File: config.mk
export PLATFORM = sky130hd
export DESIGN_NAME = controle_sequencia
export DESIGN_NICKNAME = d
export VERILOG_FILES = /design/src/rtl/controle_pkg.sv /design/src/rtl/controle_sequencia_contador_timeout.sv /design/src/rtl/controle_sequencia.sv
export SDC_FILE = /design/constraint.sdc
export NUM_CORES = 1
export LEC_CHECK = 0
export ABC_AREA = 1
export CORE_UTILIZATION = 39
export CTS_CLUSTER_SIZE = 16
export DETAILED_ROUTE_END_ITERATION = 10
export GPL_ROUTABILITY_DRIVEN = 0
export MAX_ROUTING_LAYER = met4
export PLACE_DENSITY = 0.71
export SKIP_CTS_REPAIR_TIMING = 1
export SYNTH_ARGS = -nofsm -noshare
export SYNTH_HDL_FRONTEND = slang
export SYNTH_SLANG_ARGS = --single-unit
File: constraint.sdc
create_clock -name clock -period 1.1 [get_ports clock]
set_input_delay 0.275 -clock clock [delete_from_list [all_inputs] [get_ports clock]]
set_output_delay 0.275 -clock clock [all_outputs]
set_load 0.02 [all_outputs]
File: src/rtl/controle_pkg.sv
// Shared types for the sequence controller: state codes and output bundle.
// The state code doubles as the 7-segment debug value.
package controle_pkg;

  localparam int TIMEOUT_CICLOS_PADRAO = 5000;

  typedef enum logic [4:0] {
    inicial     = 5'd0,
    preparacao  = 5'd1,
    espera      = 5'd2,
    registra    = 5'd4,
    comparacao  = 5'd5,
    proximo     = 5'd6,
    fim_acertou = 5'd10,
    fim_errou   = 5'd14,
    fim_timeout = 5'd15
  } estado_t;

  typedef struct packed {
    logic zera_c;
    logic conta_c;
    logic zera_r;
    logic registra_r;
    logic pronto;
    logic acertou;
    logic errou;
    logic timeout;
  } saidas_t;

  function automatic saidas_t decodifica(estado_t e);
    saidas_t s;
    s = '0;
    s.zera_c     = (e != preparacao);
    s.zera_r     = (e == preparacao);
    s.registra_r = (e == registra);
    s.conta_c    = (e == proximo);
    s.acertou    = (e == fim_acertou);
    s.errou      = (e == fim_errou);
    s.timeout    = (e == fim_timeout);
    s.pronto     = s.acertou | s.errou | s.timeout;
    return s;
  endfunction

endpackage

File: src/rtl/controle_sequencia_contador_timeout.sv
// Modulo-M inactivity counter; zera is an active-low synchronous clear.
// fim is high while the count sits at M-1.
module contador_timeout #(
  parameter int M = 5000
) (
  input  logic clock,
  input  logic clr,
  input  logic zera,
  input  logic conta,
  output logic fim
);

  localparam int W = (M > 1) ? $clog2(M) : 1;

  logic [W-1:0] q;

  assign fim = (q == W'(M - 1));

  always_ff @(posedge clock or negedge clr) begin
    if (!clr) begin
      q <= '0;
    end else if (!zera) begin
      q <= '0;
    end else if (conta) begin
      q <= fim ? '0 : q + 1'b1;
    end
  end

endmodule

File: src/rtl/controle_sequencia.sv
// Round controller for the sequence game; optional inactivity timeout
// is compiled in with TIMEOUT_EN.
module controle_sequencia
  import controle_pkg::*;
#(
  parameter int TIMEOUT_CICLOS = TIMEOUT_CICLOS_PADRAO
) (
  input  logic       clock,
  input  logic       clr,
  input  logic       iniciar,
  input  logic       jogada,
  input  logic       igual,
  input  logic       fimC,
  output logic       zeraC,
  output logic       contaC,
  output logic       zeraR,
  output logic       registraR,
  output logic       pronto,
  output logic       acertou,
  output logic       errou,
  output logic       timeout,
  output logic [4:0] db_estado
);

  estado_t estado;
  estado_t prox;
  saidas_t saidas;
  logic    fim_timer;

`ifdef TIMEOUT_EN
  logic em_espera;

  assign em_espera = (estado == espera);

  contador_timeout #(
    .M(TIMEOUT_CICLOS)
  ) u_timer (
    .clock(clock),
    .clr  (clr),
    .zera (em_espera),
    .conta(em_espera),
    .fim  (fim_timer)
  );
`else
  assign fim_timer = 1'b0;
`endif

  always_comb begin
    prox = estado;
    unique case (estado)
      inicial:
        if (iniciar) prox = preparacao;
      preparacao:
        prox = espera;
      espera:
        if (jogada)         prox = registra;
        else if (fim_timer) prox = fim_timeout;
      registra:
        prox = comparacao;
      comparacao:
        if (!igual)    prox = fim_errou;
        else if (fimC) prox = fim_acertou;
        else           prox = proximo;
      proximo:
        prox = espera;
      fim_acertou, fim_errou, fim_timeout:
        if (iniciar) prox = preparacao;
      default:
        prox = inicial;
    endcase
  end

  // Outputs are registered from the next state so they stay Moore and glitch-free.
  always_ff @(posedge clock or negedge clr) begin
    if (!clr) begin
      estado <= inicial;
      saidas <= decodifica(inicial);
    end else begin
      estado <= prox;
      saidas <= decodifica(prox);
    end
  end

  assign zeraC     = saidas.zera_c;
  assign contaC    = saidas.conta_c;
  assign zeraR     = saidas.zera_r;
  assign registraR = saidas.registra_r;
  assign pronto    = saidas.pronto;
  assign acertou   = saidas.acertou;
  assign errou     = saidas.errou;
  assign timeout   = saidas.timeout;
  assign db_estado = estado;

endmodule

### Word-level counts from Yosys, hierarchy flattened

Index checks and enable logic that the tools add are counted.

| storage, ports and cells | value |
|---|---|
| register bits after elaboration | 13 |
| logic and storage cells | 34 |

| cells by class | value |
|---|---|
| equality and inequality tests | 15 |
| mux-type cells | 5 |
| bitwise operators | 2 |
| reduce and logical (&&, ||, !) cells | 3 |

Operators with widths:

| operator | count |
|---|---|
| 5-bit by 4-bit == test with 1-bit output, second input constant | 6 |
| 5-bit by 3-bit == test with 1-bit output, second input constant | 5 |
| 5-bit one-hot mux with 5 select lines | 1 |
| 5-bit by 1-bit == test with 1-bit output, second input constant | 2 |
| 5-bit two-way mux | 2 |
| 4-bit two-way mux | 2 |
| 5-bit by 2-bit == test with 1-bit output, second input constant | 1 |
| 5-bit logical NOT | 1 |
| 5-bit by 1-bit inequality test with 1-bit output, second input constant | 1 |
| 4-bit OR reduction | 1 |
| 1-bit OR | 2 |
| 2-bit OR reduction | 1 |

### Logic depth before layout (Yosys ltp)

| logic depth | value |
|---|---|
| word-level depth | 6 |
| depth in mapped cells | 8 |
| depth with buffers taken out | 8 |

### Worst setup path before layout

No wires, ideal clock.

| timing path | value |
|---|---|
| path kind | flip-flop to flip-flop |
| start point | register estado[1] (netlist: db_estado[1]) |
| end point | register saidas, in the netlist errou |
| library setup time | 0.072 ns |
| arrival time | 1.195 ns |
| slack | -0.166 ns |
| stages on the path, launching flop included | 9 |
| buffers on the path | 0 |
| clock period less this slack | 1.266 ns |
| cells stage by stage | dfrtp_1 > inv_1 > nor2_1 > nand4_1 > nand2_1 > inv_2 > nand2_4 > nand2_1 > nor2_1 |

| on the way | value |
|---|---|
| word-level cells in the longest chain between the ends | 4 |
| elaborated cells on any way between the ends | 15 |
| classes of those cells | 9 x eq/ne; 3 x mux; 3 x reduce/logical |

Ends and longest elaborated chain:

| item | line | RTL |
|---|---|---|
| start, declared | controle_sequencia.sv:25 | `estado_t estado;` |
| start signal, assigned | controle_sequencia.sv:76 | `estado <= inicial;` |
| start signal, assigned | controle_sequencia.sv:79 | `estado <= prox;` |
| 5-bit by 4-bit == test with 1-bit output, or another cell as far along | controle_sequencia.sv:50 | `unique case (estado)` |
| 4-bit OR reduction (no line) or 2-bit OR reduction (tied branches) | n/a |  |
| 5-bit one-hot mux with 5 select lines * | controle_sequencia.sv:50 |  |
| net prox[2] | controle_sequencia.sv:26 | `estado_t prox;` |
| 5-bit by 4-bit == test with 1-bit output * | controle_pkg.sv:38 | `s.errou = (e == fim_errou);` |
| end signal, assigned | controle_sequencia.sv:77 | `saidas <= decodifica(inicial);` |
| end signal, assigned | controle_sequencia.sv:80 | `saidas <= decodifica(prox);` |
| end, declared | controle_sequencia.sv:27 | `saidas_t saidas;` |

The timed path passes the listed nets; every way through them passes the cells marked *.

### Final worst setup path

| timing path | value |
|---|---|
| start point | register estado[0] (netlist: db_estado[0]) |
| end point | register saidas, in the netlist contaC |

| on the way | value |
|---|---|
| word-level cells in the longest chain between the ends | 4 |
| elaborated cells on any way between the ends | 15 |
| classes of those cells | 9 x eq/ne; 3 x mux; 3 x reduce/logical |

Ends and longest elaborated chain:

| item | line | RTL |
|---|---|---|
| 5-bit by 4-bit == test with 1-bit output, or another cell as far along | controle_sequencia.sv:50 |  |
| 4-bit OR reduction (no line) or 2-bit OR reduction (tied branches) | n/a |  |
| 5-bit one-hot mux with 5 select lines * | controle_sequencia.sv:50 |  |
| net prox[1] | controle_sequencia.sv:26 |  |
| 5-bit by 3-bit == test with 1-bit output * | controle_pkg.sv:36 | `s.conta_c = (e == proximo);` |

Marked as above.

==> flow_summary.toml <==
[logic_synthesis]
synth_top_cells_by_count = "nor2_1, dfrtp_1, nand2_1"
synthesis.area_um2 = 616.8
ys_seq_area_share_pct = 52.94
syn_avg_cell_area_um2 = 8.688
synth_top_family_by_area = "simple AND/OR/NAND/NOR gates"
synthSimpleGateAreaFrac_pct = 33.27
yosysWarnings = 0
synth_cell_type_count = 18
synth_nets = 77
synth_mux_area_share_pct = 0
synth_edf_count = 0
async_flop_share_pct = 100.0
synth_area_leader_cell = "dfrtp_1"
synth_area_leaders = "dfrtp_1, nor2_1, nand2_1"
synth_fa_ha_area_share_pct = 0
synth_xor_area_share_pct = 0
ys_ff_latch = 13
synthCells = 71
synth_top_area_share_pct = 48.68
yosysMostFrequentCell = "nor2_1"
ys.flop_type = "dfrtp_1"
synth_compound_area_share_pct = 5.274

[hold_path]
hp-class = "in -> async"

[finish]
final_area_um2 = 984.7
syn2layout_area_growth_pct = 59.63
fillCellCount = 107
diodes = 0
layout-drive-gt1-share_pct = 57.94
fin_nets = 114

[global_routing]
grt_pass1_vias = 534
grt_pass1_wl_um = 2456
antenna_found_initial = 0
grtUsageTotal_pct = 18.78
grt_max_degree = 14
grt_remaining_overflow = 0

[die]
initial_core_util_pct = 44.62
die_w_um = 41.77
dieArea_mm2 = 0.001745
coreArea_mm2 = 0.001383
rows = 13
die_h_um = 41.77
ios = 19

[worst_setup_path]
cp_max_fo = 4
timing.setup.critical_path_class = "reg -> reg"
critPathArrivalTime_ps = 1510
cp-start-kind = "flop"
endpoint_kind = "flop"
worstPathRequired_ps = 1310

[detailed_routing]
wl_per_cell_um = 12.14
vias = 588
postRouteAntennaNets = 0
drt_iter0_markers = 17
finalWirelength_um = 1481
drc = 0
viasPerCell = 4.820
firstDrtPassIters = 4

[power_and_ir_drop]
power_switching_uw = 826.3
p_per_area_mw_per_mm2 = 2029
clockPowerShare_pct = 15.0
combPwrFrac_pct = 51.1
p_int_mw = 1.172
p_leak_nw = 0.5070
ir_drop_uv = 1089
seqPwrFrac_pct = 33.9
p_sw_share_pct = 41.35

[place]
place_area_um2 = 918.4
hpwl_um = 1065
port_buffers = 18

[timing]
timing.final.hold_violations = 0
period_share_pct = 118.6
clock_skew_ps = 6.540
max_freq_mhz = 766.5
min_period_ps = 1305
setup-violations-final = 17
rsz0062_at_grt = "yes"
setup_ws_ps = -204.7
tns_ps = -2070
maxSlewViolCount = 0

[cts]
numCtsBuffers = 3
ctsRootBufferMaster = "clkbuf_4"
path_clk_slew_ps = 80
clock_latency_ps = 280
clock_sinks = 13
clock_path_buffers = 2
cts_tree = "built"
htreeDepth = 1

[run]
maxCapViolations = 0

[run_status]
outcome = "finished, violations left"
violations = "setup timing"
[per-stage QoR]
stage / hold WS (ps) / utilization, % / worst slack (ps) / power (mW) / std cells
after global placement: 618.9 / 66.43 / -312.2 / 1.518 / 114
final: 319.4 / 71.22 / -204.7 / 1.998 / 122
after global routing: 316.6 / 71.22 / -292.2 / 2.132 / 122
after detailed placement: 618.3 / 66.43 / -336.2 / 1.533 / 114
after floorplan: -20.59 / - / -68.21 / 1.160 / 71
after CTS: 313.8 / 68.33 / -557.8 / 1.840 / 118
[state kept, by name, indices dropped and copies added, names as in the netlist]
signal     count
db_estado      5
acertou        1
contaC         1
errou          1
pronto         1
registraR      1
timeout        1
zeraC          1
zeraR          1
[path summary, 6_finish.rpt]
check                      depth (start not counted)  slack, ps              startpoint                     end
min                                                2        320                     clr  db_estado[1]$_DFF_PN0_
max                                                8       -200  db_estado[0]$_DFF_PN0_        contaC$_DFF_PN0_
max in group asynchronous                          2        570                     clr         zeraC$_DFF_PN1_
max reg2reg                                        8       -200  db_estado[0]$_DFF_PN0_        contaC$_DFF_PN0_
min reg2reg                                        4        740  db_estado[0]$_DFF_PN0_     registraR$_DFF_PN0_
min in group clock                                 4        720                  jogada     registraR$_DFF_PN0_
[layout by cell type (no fill, tap or decap), types with 2 or more instances in the layout]
master            n
inv_2             6
dfrtp_1           7
nand2_4           2
clkbuf_4          3
buf_6             5
nand4_1           3
nand3_2           2
buf_4            11
inv_1             6
nand3_1           3
clkbuf_2          9
clkdlybuf4s50_1   5
dfrtp_2           5
nor2_2            5
nand2_2           4
nor2_1            9
nand2_1           8
[routing by layer]
metal	GRT usage, %	part of all wire (%)	vias up
met5	-	0	-
met4	7.742	2.4	0
met3	4.348	4.8	6
met2	27.19	47	18
met1	25.28	46	274
li1	-	-	290
[power groups by stage]
stage               clock network [mW]  logic, mW  registers, mW
finish                           0.299       1.02          0.678
global route                     0.342       1.10          0.691
CTS                              0.314      0.870          0.656
detailed placement                   0      0.867          0.666
global placement                     0      0.853          0.665
floorplan                            0      0.395          0.765
[worst max-delay path, cell delays in order (launching register included)]
cell     delay, ps
dfrtp_2        440
buf_6          130
nand2_4         70
nand2_2         50
nor2_2         100
nand3_2        100
nand4_1        130
nand2_1        100
nor2_1         100
[cell type report]
| class | instances | area [µm²] | area share, % |
|---|---|---|---|
| Timing Repair Buffer | 32 | 259.0 | 26.30 |
| Clock buffer | 4 | 26.28 | 2.668 |
| Inverter | 13 | 51.30 | 5.210 |
| Tap cell | 15 | 18.77 | 1.906 |
| Sequential cell | 13 | 332.8 | 33.80 |
| Multi-Input combinational cell | 45 | 296.5 | 30.11 |
[cell families (layout without fill, tap and decap cells)]
logic type	Yosys count	in the layout
other cells	1	1
simple gates	39	39
flops	13	13
compound gates	5	5
buf+inv	13	49
Power figures use the tool's default switching activity.
